==> config.mk <==
export PLATFORM = sky130hd
export DESIGN_NAME = hilo_muldiv_unit
export DESIGN_NICKNAME = d
export VERILOG_FILES = /design/src/rtl/hilo_muldiv_unit_pkg.sv /design/src/rtl/hilo_muldiv_unit_core.sv /design/src/rtl/hilo_muldiv_unit.sv
export SDC_FILE = /design/constraint.sdc
export NUM_CORES = 1
export LEC_CHECK = 0
export BUFFER_PORTS_ARGS = -buffer_cell sky130_fd_sc_hd__buf_2
export CAP_MARGIN = 20
export CELL_PAD_IN_SITES_DETAIL_PLACEMENT = 1
export CELL_PAD_IN_SITES_GLOBAL_PLACEMENT = 2
export CORE_MARGIN = 2
export CORE_UTILIZATION = 33
export DETAILED_ROUTE_END_ITERATION = 6
export PLACE_DENSITY_LB_ADDON = 0.1
export SETUP_SLACK_MARGIN = 0.4
export SLEW_MARGIN = 15
export SYNTH_ARGS = -nofsm -noshare
export SYNTH_HDL_FRONTEND = slang
export SYNTH_SLANG_ARGS = --single-unit
==> constraint.sdc <==
create_clock -name Clk -period 6.6 [get_ports Clk]
set_clock_uncertainty 0.1 [all_clocks]
set_input_delay 1.32 -clock Clk [delete_from_list [all_inputs] [get_ports Clk]]
set_output_delay 1.32 -clock Clk [all_outputs]
set_load 0.005 [all_outputs]
==> src/rtl/hilo_muldiv_unit_pkg.sv <==
// Shared encodings and helpers for the HI/LO multiply/divide unit.
package hilo_muldiv_unit_pkg;

  localparam int unsigned ITER  = 32;
  localparam int unsigned CNT_W = $clog2(ITER);

  typedef enum logic [2:0] {
    OP_MULT  = 3'b000,
    OP_MULTU = 3'b001,
    OP_DIV   = 3'b010,
    OP_DIVU  = 3'b011,
    OP_MADD  = 3'b100,
    OP_MSUB  = 3'b101,
    OP_MTHI  = 3'b110,
    OP_MTLO  = 3'b111
  } op_e;

  typedef enum logic [1:0] {
    ST_IDLE = 2'd0,
    ST_RUN  = 2'd1,
    ST_FIX  = 2'd2
  } state_e;

  // Ops whose operands are interpreted as two's complement.
  function automatic logic op_is_signed(input op_e op);
    return (op == OP_MULT) || (op == OP_DIV) || (op == OP_MADD) || (op == OP_MSUB);
  endfunction

  function automatic logic op_is_div(input op_e op);
    return (op == OP_DIV) || (op == OP_DIVU);
  endfunction

endpackage

==> src/rtl/hilo_muldiv_unit_core.sv <==
// Radix-2 sequential datapath on unsigned magnitudes: shift-add multiply
// or restoring shift-subtract divide, plus the iteration counter.
module seq_muldiv_core
  import hilo_muldiv_unit_pkg::*;
#(
  parameter int unsigned WIDTH = 32
) (
  input  logic             clk,
  input  logic             rst_n,
  input  logic             load,
  input  logic             step,
  input  logic             is_div,
  input  logic [WIDTH-1:0] a_mag,
  input  logic [WIDTH-1:0] b_mag,
  output logic [CNT_W-1:0] count,
  output logic [WIDTH-1:0] res_hi,
  output logic [WIDTH-1:0] res_lo
);

  logic [WIDTH:0]   acc;
  logic [WIDTH-1:0] lo_q;
  logic [WIDTH-1:0] b_q;
  logic             div_q;

  logic [WIDTH:0]   acc_nxt;
  logic [WIDTH-1:0] lo_nxt;
  logic [WIDTH:0]   sum;
  logic [WIDTH:0]   shifted;
  logic [WIDTH+1:0] diff;

  // Next-state of the datapath for one radix-2 step.
  always_comb begin
    acc_nxt = acc;
    lo_nxt  = lo_q;
    sum     = '0;
    shifted = '0;
    diff    = '0;
    if (div_q) begin
      // Partial remainder can reach 33 bits, so the trial subtract is 34 bits
      // wide and its top bit is a clean borrow.
      shifted = {acc[WIDTH-1:0], lo_q[WIDTH-1]};
      diff    = {1'b0, shifted} - {2'b00, b_q};
      if (!diff[WIDTH+1]) begin
        acc_nxt = diff[WIDTH:0];
        lo_nxt  = {lo_q[WIDTH-2:0], 1'b1};
      end else begin
        acc_nxt = shifted;
        lo_nxt  = {lo_q[WIDTH-2:0], 1'b0};
      end
    end else begin
      sum     = lo_q[0] ? ({1'b0, acc[WIDTH-1:0]} + {1'b0, b_q}) : {1'b0, acc[WIDTH-1:0]};
      acc_nxt = {1'b0, sum[WIDTH:1]};
      lo_nxt  = {sum[0], lo_q[WIDTH-1:1]};
    end
  end

  // Operand load, per-step update and iteration counter.
  always_ff @(posedge clk) begin
    if (!rst_n) begin
      acc   <= '0;
      lo_q  <= '0;
      b_q   <= '0;
      div_q <= 1'b0;
      count <= '0;
    end else if (load) begin
      acc   <= '0;
      lo_q  <= a_mag;
      b_q   <= b_mag;
      div_q <= is_div;
      count <= CNT_W'(ITER - 1);
    end else if (step) begin
      acc  <= acc_nxt;
      lo_q <= lo_nxt;
      if (count != '0) count <= count - 1'b1;
    end
  end

  assign res_hi = acc[WIDTH-1:0];
  assign res_lo = lo_q;

endmodule

==> src/rtl/hilo_muldiv_unit.sv <==
// HI/LO owner: control FSM, architectural registers, sign correction and
// MADD/MSUB accumulation around the sequential multiply/divide core.
module hilo_muldiv_unit
  import hilo_muldiv_unit_pkg::*;
#(
  parameter int unsigned WIDTH = 32
) (
  input  logic             Clk,
  input  logic             Rst_n,
  input  logic             Start,
  input  logic [2:0]       Op,
  input  logic [WIDTH-1:0] RsData,
  input  logic [WIDTH-1:0] RtData,
  input  logic             Abort,
  output logic             Busy,
  output logic             Done,
  output logic [WIDTH-1:0] ReadDataHi,
  output logic [WIDTH-1:0] ReadDataLo
);

  state_e           state;
  op_e              op_q;
  logic             neg_q;
  logic             rem_neg_q;
  logic             div0_q;
  logic [WIDTH-1:0] rs_q;
  logic [WIDTH-1:0] hi_q;
  logic [WIDTH-1:0] lo_q;

  op_e              op_in;
  logic             is_mt;
  logic             accept;
  logic             a_neg;
  logic             b_neg;
  logic [WIDTH-1:0] a_mag;
  logic [WIDTH-1:0] b_mag;
  logic             core_load;
  logic             core_step;

  logic [CNT_W-1:0] core_count;
  logic [WIDTH-1:0] core_hi;
  logic [WIDTH-1:0] core_lo;

  logic [2*WIDTH-1:0] raw;
  logic [2*WIDTH-1:0] prod;
  logic [WIDTH-1:0]   quo;
  logic [WIDTH-1:0]   rem;
  logic [2*WIDTH-1:0] fix_result;

  // Request decode and operand magnitude/sign extraction.
  always_comb begin
    op_in     = op_e'(Op);
    is_mt     = (op_in == OP_MTHI) || (op_in == OP_MTLO);
    accept    = (state == ST_IDLE) && Start && !Abort;
    a_neg     = op_is_signed(op_in) && RsData[WIDTH-1];
    b_neg     = op_is_signed(op_in) && RtData[WIDTH-1];
    a_mag     = a_neg ? (~RsData + 1'b1) : RsData;
    b_mag     = b_neg ? (~RtData + 1'b1) : RtData;
    core_load = accept && !is_mt;
    core_step = (state == ST_RUN) && !Abort;
  end

  seq_muldiv_core #(
    .WIDTH(WIDTH)
  ) u_core (
    .clk    (Clk),
    .rst_n  (Rst_n),
    .load   (core_load),
    .step   (core_step),
    .is_div (op_is_div(op_in)),
    .a_mag  (a_mag),
    .b_mag  (b_mag),
    .count  (core_count),
    .res_hi (core_hi),
    .res_lo (core_lo)
  );

  // Sign correction and final HI/LO value formed in the FIX cycle.
  always_comb begin
    raw  = {core_hi, core_lo};
    prod = neg_q ? (~raw + 1'b1) : raw;
    quo  = neg_q ? (~core_lo + 1'b1) : core_lo;
    rem  = rem_neg_q ? (~core_hi + 1'b1) : core_hi;
    fix_result = {hi_q, lo_q};
    case (op_q)
      OP_MULT, OP_MULTU: fix_result = prod;
      OP_MADD:           fix_result = {hi_q, lo_q} + prod;
      OP_MSUB:           fix_result = {hi_q, lo_q} - prod;
      OP_DIV, OP_DIVU:   fix_result = div0_q ? {rs_q, {WIDTH{1'b1}}} : {rem, quo};
      default:           fix_result = {hi_q, lo_q};
    endcase
  end

  // Control FSM with registered Busy/Done and HI/LO commit.
  always_ff @(posedge Clk) begin
    if (!Rst_n) begin
      state     <= ST_IDLE;
      op_q      <= OP_MULT;
      neg_q     <= 1'b0;
      rem_neg_q <= 1'b0;
      div0_q    <= 1'b0;
      rs_q      <= '0;
      hi_q      <= '0;
      lo_q      <= '0;
      Busy      <= 1'b0;
      Done      <= 1'b0;
    end else begin
      Done <= 1'b0;
      case (state)
        ST_IDLE: begin
          if (accept) begin
            if (op_in == OP_MTHI) begin
              hi_q <= RsData;
            end else if (op_in == OP_MTLO) begin
              lo_q <= RsData;
            end else begin
              op_q      <= op_in;
              neg_q     <= a_neg ^ b_neg;
              rem_neg_q <= a_neg;
              div0_q    <= (RtData == '0);
              rs_q      <= RsData;
              state     <= ST_RUN;
              Busy      <= 1'b1;
            end
          end
        end
        ST_RUN: begin
          if (Abort) begin
            state <= ST_IDLE;
            Busy  <= 1'b0;
          end else if (core_count == '0) begin
            state <= ST_FIX;
          end
        end
        ST_FIX: begin
          state <= ST_IDLE;
          Busy  <= 1'b0;
          if (!Abort) begin
            {hi_q, lo_q} <= fix_result;
            Done         <= 1'b1;
          end
        end
        default: begin
          state <= ST_IDLE;
          Busy  <= 1'b0;
        end
      endcase
    end
  end

  assign ReadDataHi = hi_q;
  assign ReadDataLo = lo_q;

endmodule

# --- Word-level counts from Yosys, hierarchy flattened ---
# Index checks and enable logic that the tools add are counted.
op_classes:
  n_addsub: 10
  eq_ne: 22
  n_mux: 38
  bitwise: 9
  n_reduce_logical: 32
ops:
  columns: ["operator", "n"]
  rows:
  - ["2-to-1 mux 32 bit", 16]
  - ["case mux 64 bit (4 select lines)", 1]
  - ["adder 32 x 1 -> 32 bit, second input constant", 4]
  - ["2-to-1 mux 64 bit", 2]
  - ["NOT 32 bit", 4]
  - ["case mux 32 bit (2 select lines)", 2]
  - ["adder 64 x 1 -> 64 bit, second input constant", 1]
  - ["adder 64 bit", 1]
  - ["NOT 64 bit", 1]
  - ["subtractor 64 bit", 1]
  - ["subtractor 33 x 32 -> 34 bit", 1]
  - ["adder 32 x 32 -> 33 bit", 1]
  - ["2-to-1 mux 33 bit", 1]
  - ["zero test 32 bit", 1]
  - ["equality test 3 bit, second input constant", 6]
  - ["2-to-1 mux 5 bit", 3]
  - ["!= test 2 bit, second input constant", 7]
  - ["equality test 3 x 2 -> 1 bit, second input constant", 4]
  - ["AND reduction 4 bit", 3]
  - ["2-to-1 mux 2 bit", 5]
  - ["logical AND 1 bit", 6]
  - ["zero test 3 bit", 2]
  - ["2-to-1 mux 1 bit", 6]
  - ["AND reduction 6 bit", 1]
  - ["19 further kinds", 31]
totals:
  register_bits: 208
  inputBits: 71
  output_inout_bits: 66
  wordCells: 126

# --- Longest topological paths before layout ---
depth:
  depth_word: 7
  mapped_depth: 29
  mapped_depth_nobuf: 25

# --- Cells and area by module ---
# From an unflattened synthesis, not the netlist that was laid out.
hier_totals:
  hier_cells: 3315
  hier_area_um2: 23593.9
modules_own_cells:
  columns: ["module", "instances", "cells_each", "area_each_um2", "seq_area_each_um2"]
  rows:
  - ["hilo_muldiv_unit", 1, 2147, 14606.5, 2122.0]
  - ["seq_muldiv_core", 1, 1168, 8987.4, 2042.0]

# --- Least setup slack after synthesis ---
# OpenSTA, ideal clock, no wires.
synth_path:
  kind: "reg-to-reg"
  startpoint: "reg u_core.lo_q[0], in the netlist u_core.res_lo[0]"
  endpoint: "reg hi_q[26], in the netlist ReadDataHi[26]"
  setup_time_ns: 0.115
  arrival_ns: 6.511
  required_ns: 6.385
  slack_ns: -0.125
  path_stages_with_launch: 27
  n_path_buf: 2
  period_less_slack_ns: 6.725
  path_cell_list: "dfxtp_1 > clkbuf_1 > clkinv_1 > clkbuf_1 > ha_1 > nor2b_1 > nand4b_1 > or4_1 > mux2_2 > a32o_1 > nor4b_1 > nor2b_1 > nand2_1 > o31ai_1 > xor2_1 > ha_1 > nand2_1 > o21ai_0 > a221oi_1 > o21ai_0 > a221o_1 > a31oi_1 > o21a_1 > o31a_1 > o21ai_0 > mux2_2 > o21a_1"
synth_between:
  elab_chain_cells: 7
  elab_cells_between_ends: 8
  classes_between: "add/sub (3); mux (4); bitwise (1)"
synth_rtl:
  columns: ["item", "line", "rtl"]
  rows:
  - ["start, declared", "hilo_muldiv_unit_core.sv:21", "logic [WIDTH-1:0] lo_q;"]
  - ["start signal, assigned", "hilo_muldiv_unit_core.sv:67", "lo_q <= a_mag;"]
  - ["start signal, assigned", "hilo_muldiv_unit_core.sv:73", "lo_q <= lo_nxt;"]
  - ["NOT 64 bit", "hilo_muldiv_unit.sv:81", "prod = neg_q ? (~raw + 1'b1) : raw;"]
  - ["adder 64 x 1 -> 64 bit", "hilo_muldiv_unit.sv:81", null]
  - ["2-to-1 mux 64 bit *", "hilo_muldiv_unit.sv:81", null]
  - ["subtractor 64 bit / adder 64 bit (equally long branches)", "hilo_muldiv_unit.sv:88, hilo_muldiv_unit.sv:87", null]
  - ["case mux 64 bit (4 select lines) *", "hilo_muldiv_unit.sv:85", "case (op_q)"]
  - ["2-to-1 mux 32 bit *", "hilo_muldiv_unit.sv:138", "if (!Abort) begin"]
  - ["case mux 32 bit (2 select lines) *", "hilo_muldiv_unit.sv:109", "case (state)"]
  - ["end signal, assigned", "hilo_muldiv_unit.sv:113", "hi_q <= RsData;"]
  - ["end signal, assigned", "hilo_muldiv_unit.sv:139", "{hi_q, lo_q} <= fix_result;"]
  - ["end, declared", "hilo_muldiv_unit.sv:27", "logic [WIDTH-1:0] hi_q;"]
# Every way passes the cells marked *; elsewhere a longest branch is shown, timed or not. The select of a mux whose other input is x is not followed.
# A chain may end at the register's enable or synchronous reset.

# --- Worst setup path after layout ---
layout_path:
  startpoint: "reg u_core.lo_q[8], in the netlist u_core.res_lo[8]"
  endpoint: "reg hi_q[29], in the netlist ReadDataHi[29]"
# Same word-level chain as after synthesis.

==> summary.md <==
| Metric | Value |
|---|---|
| Number of synthesis warnings | `0` |
| Root Buffer | `clkbuf_16` |
| Critical path type | `reg2reg` |
| Main synth FF type | `dfxtp_1` |
| Mapped Nets | `3433` |
| R2R Setup Slk | `between 0.4 and 0.5 ns` |
| GPL Wtd Cong | `0.925` |
| Via count | `25.9k` |
| H-tree lvl count | `1` |
| Area growth from synthesis to layout | `20.5%` |
| Final nets | `~3.6k` |
| Clock slew seen by the registers of the worst setup and hold paths | `0.06 ns` |
| FF-to-FF End | `ReadDataHi[29]` |
| Setup violations, final | `0` |
| FF-to-FF path depth | `23` |
| Pwr per Cell Area | `about 190 nW/um^2` |
| Commonest non-fill, non-tap cells in the layout | `nand2_1, a21oi_1, nor2_1` |
| Grt ovf | `0` |
| RSZ-0062 raised after global routing | `true` |
| Die height | `between 200 and 300 um` |
| Initial core utilization | `roughly 33%` |
| Cell Rows | `96` |
| CP Cell Sequence | `or4_4 > or4_4 > buf_4 > or3_1 > buf_4 > o21ai_2 > xor2_1 > buf_4 > and3_1 > inv_1 > nor4b_4 > buf_4 > a21oi_1 > xor2_2 > ha_4 > a21o_1 > a21o_1 > a21o_1 > nor2_1 > o21ai_0 > a211oi_2 > xor2_1 > o41ai_2` |
| Critical Path RT | `roughly 7.0 ns` |
| 1st-pass router iterations | `5` |
| Cell mode on critical path | `buf_4` |
| Status | `finished clean` |
| CTS tree | `done` |
| Port buffer count | `136` |
| Worst hold endpoint | `rs_q[13]` |
| Max-cap violation count | `0` |
| Width of the die | `about 270 um` |
| Gr usage total | `30.6%` |
| Dpl hpwl | `~86000 um` |
| Core area | `a little under 70000 sq um` |
| Sum Neg Setup Slack | `0 ns` |
| Clock latency on the worst-skew pair | `0.62 ns` |
| Initial antenna violation count | `3` |
| Final Cycle Share | `93.5%` |
| Leakage | `11.2 nW` |
| Final Critical Period | `6.17 ns` |
| DP Worst Slack | `approximately 0.084 ns` |
| Mapped cell area | `22900 sq um` |
| Critical Path Source Type | `flop` |
| Syn Area/Cell | `7.09 sq um` |
| Vias in the first global route | `approximately 26k` |
| R2R Path Start | `u_core.res_lo[8]` |
| Via density | `between 5 and 6` |
| Flops & latches, synth | `208` |
| Hold Path Origin | `rs_q[13]` |
| VDD IR max | `0.280 mV` |
| Max Buffers Root-to-Sink | `3` |
| Max stage delay on crit path | `around 0.55 ns` |
| WL per Instance | `25.9 um` |
| Post-synth cell types | `a little under 90` |
| Residual DRC count | `0` |
| First-pass GRT wire length | `167000 um` |
| Clk sink count | `208` |
| Met2 usage in global routing | `48.2%` |
| Met3 usage | `3.60%` |
| Async SR Flop Fraction | `0%` |
| Number of enable flip-flop cells after synthesis | `0` |
| CP Data Arrival Time | `6.54 ns` |
| Die area | `71400 sq um` |
| Max Transition Viols Final | `0` |
| Remaining antenna violation count | `0` |
| Critical Path Sink Type | `flop` |
| Mapped Cells | `~3.2k` |
| Post-synthesis sequential area ratio | `18.2%` |
| Hold Path Cell Cnt | `2` |
| Min-delay worst type | `reg2reg` |
| Most common cell after layout, fill and taps aside | `nand2_1` |
| Layout cells sized above 1 | `18.1%` |
| Gr busiest metal | `met2` |
| Ports | `between 100 and 150` |
| Largest net degree at the start of global routing | `88` |
| M1 GR Usage | `42.9%` |
| Final Hold Vio Count | `0` |
| Starting DRC count in detailed routing | `1934` |
| Number of CTS-inserted buffers | `31` |
| Worst-margin pin slew | `between 1 and 1.5 ns` |
| Final WS setup | `about 0.43 ns` |
| Final WL | `roughly 110000 um` |
| Worst-path fanout max | `10` |
| CP max stage cell | `or4_4` |
| Worst relative slew slack | `24.5%` |
| Peak Freq | `roughly 160 MHz` |
==> layout make-up <==
type,count,area (sq um)
antenna,2,5.00
tap,931,1160
clock inverter,16,258
timing repair buffer,378,2540
sequential,208,4180
inverter,89,337
multi-input combinational,2685,18200
fill,8467,41000
clock buffer,40,870
==> synth_stat cells (41+ instances only) <==
cell / instances / area share, %
a21oi_1: 315 / 6.9
o31ai_1: 41 / 1.3
ha_1: 134 / 7.3
mux2i_1: 62 / 2.7
a31oi_1: 41 / 1.1
clkbuf_1: 218 / 3.6
nor3_1: 74 / 1.6
inv_1: 84 / 1.4
a21o_1: 68 / 2.2
nand2_1: 384 / 6.3
o211ai_1: 43 / 1.4
o21ai_0: 233 / 5.1
nor2_1: 266 / 4.4
nand3_1: 65 / 1.4
xor2_1: 168 / 6.4
xnor2_1: 141 / 5.4
dfxtp_1: 208 / 18
a211oi_1: 86 / 2.8
==> critical path: cells and delay by family (launching register included) <==
kind / cells / cell delay [ns]
and+or+nand+nor: 6 / 2.18
AOI/OAI and AO/OA: 8 / 1.50
buffers and inverters: 5 / 0.86
xor gates and xnor gates: 3 / 0.79
DFF: 1 / 0.32
adders and majority gates: 1 / 0.25
==> where the power goes <==
group          internal (mW)  switching (mW)
clock network           1.19           0.717
logic                  0.695            1.18
registers               1.31          0.0591
total                   3.19            1.95
==> how the worst max path moves through the flow <==
stage                                 from             end  slack, ns  depth (start not counted)
after global routing      u_core.res_lo[2]  ReadDataHi[22]       0.21                         27
after global placement    u_core.res_lo[6]  ReadDataHi[22]       0.14                         25
final                     u_core.res_lo[8]  ReadDataHi[29]       0.43                         23
after detailed placement  u_core.res_lo[6]  ReadDataHi[22]       0.08                         25
after floorplan           u_core.res_lo[6]  ReadDataHi[26]       0.36                         25
after CTS                 u_core.res_lo[6]  ReadDataHi[22]       0.37                         25
==> routing by layer <==
metal	part of all wire, %	wire, um
met2	44	49500
met1	46	52200
met3	5.9	6630
met4	3.7	4210
met5	0	0
==> per-stage QoR <==
| stage | power [mW] | hold WS (ns) | cells | utilization (%) | cell area [sq um] |
|---|---|---|---|---|---|
| 3_5_place_dp | 3.09 | 0.348 | 4241 | 36.9 | 25300 |
| 6_report | 5.15 | 0.355 | 4349 | 40.2 | 27600 |
| 2_1_floorplan | 2.47 | 0.333 | 3225 | - | 22900 |
| 4_1_cts | 5.05 | 0.356 | 4320 | 39.1 | 26800 |
| 3_3_place_gp | 3.06 | 0.340 | 4241 | 36.9 | 25300 |
| 5_1_grt | 5.37 | 0.368 | 4347 | 40.2 | 27600 |
==> sequential cells by signal, summed over array words and instances, names as in the netlist <==
signal / cells
u_core.div_q: 1
Done: 1
rem_neg_q: 1
op_q: 3
u_core.b_q: 32
u_core.count: 5
ReadDataHi: 32
neg_q: 1
u_core.res_lo: 32
rs_q: 32
ReadDataLo: 32
Busy: 1
u_core.acc: 32
state: 2
div0_q: 1
==> kinds of logic after synthesis <==
| kind of cell | Yosys count | synth area share (%) |
|---|---|---|
| multiplexers | 80 | 3.60 |
| buffers and inverters | 332 | 5.61 |
| adder cells (fa/ha/maj) | 137 | 7.59 |
| flip-flops | 208 | 18.2 |
| AND/OR/NAND/NOR | 1064 | 22.1 |
| AO/OA/AOI/OAI | 1095 | 31.1 |
| XOR/XNOR | 309 | 11.8 |
==> repair_timing <==
action | 4_1_cts | 5_1_grt
gates cloned | 0 | 1
pin swaps | 16 | 62
setup buffers | 23 | 26
resized for setup | 34 | 122
endpoints found under the setup margin | 14 | 28
hold buffers | 0 | 0
Power figures use the tool's default switching activity.
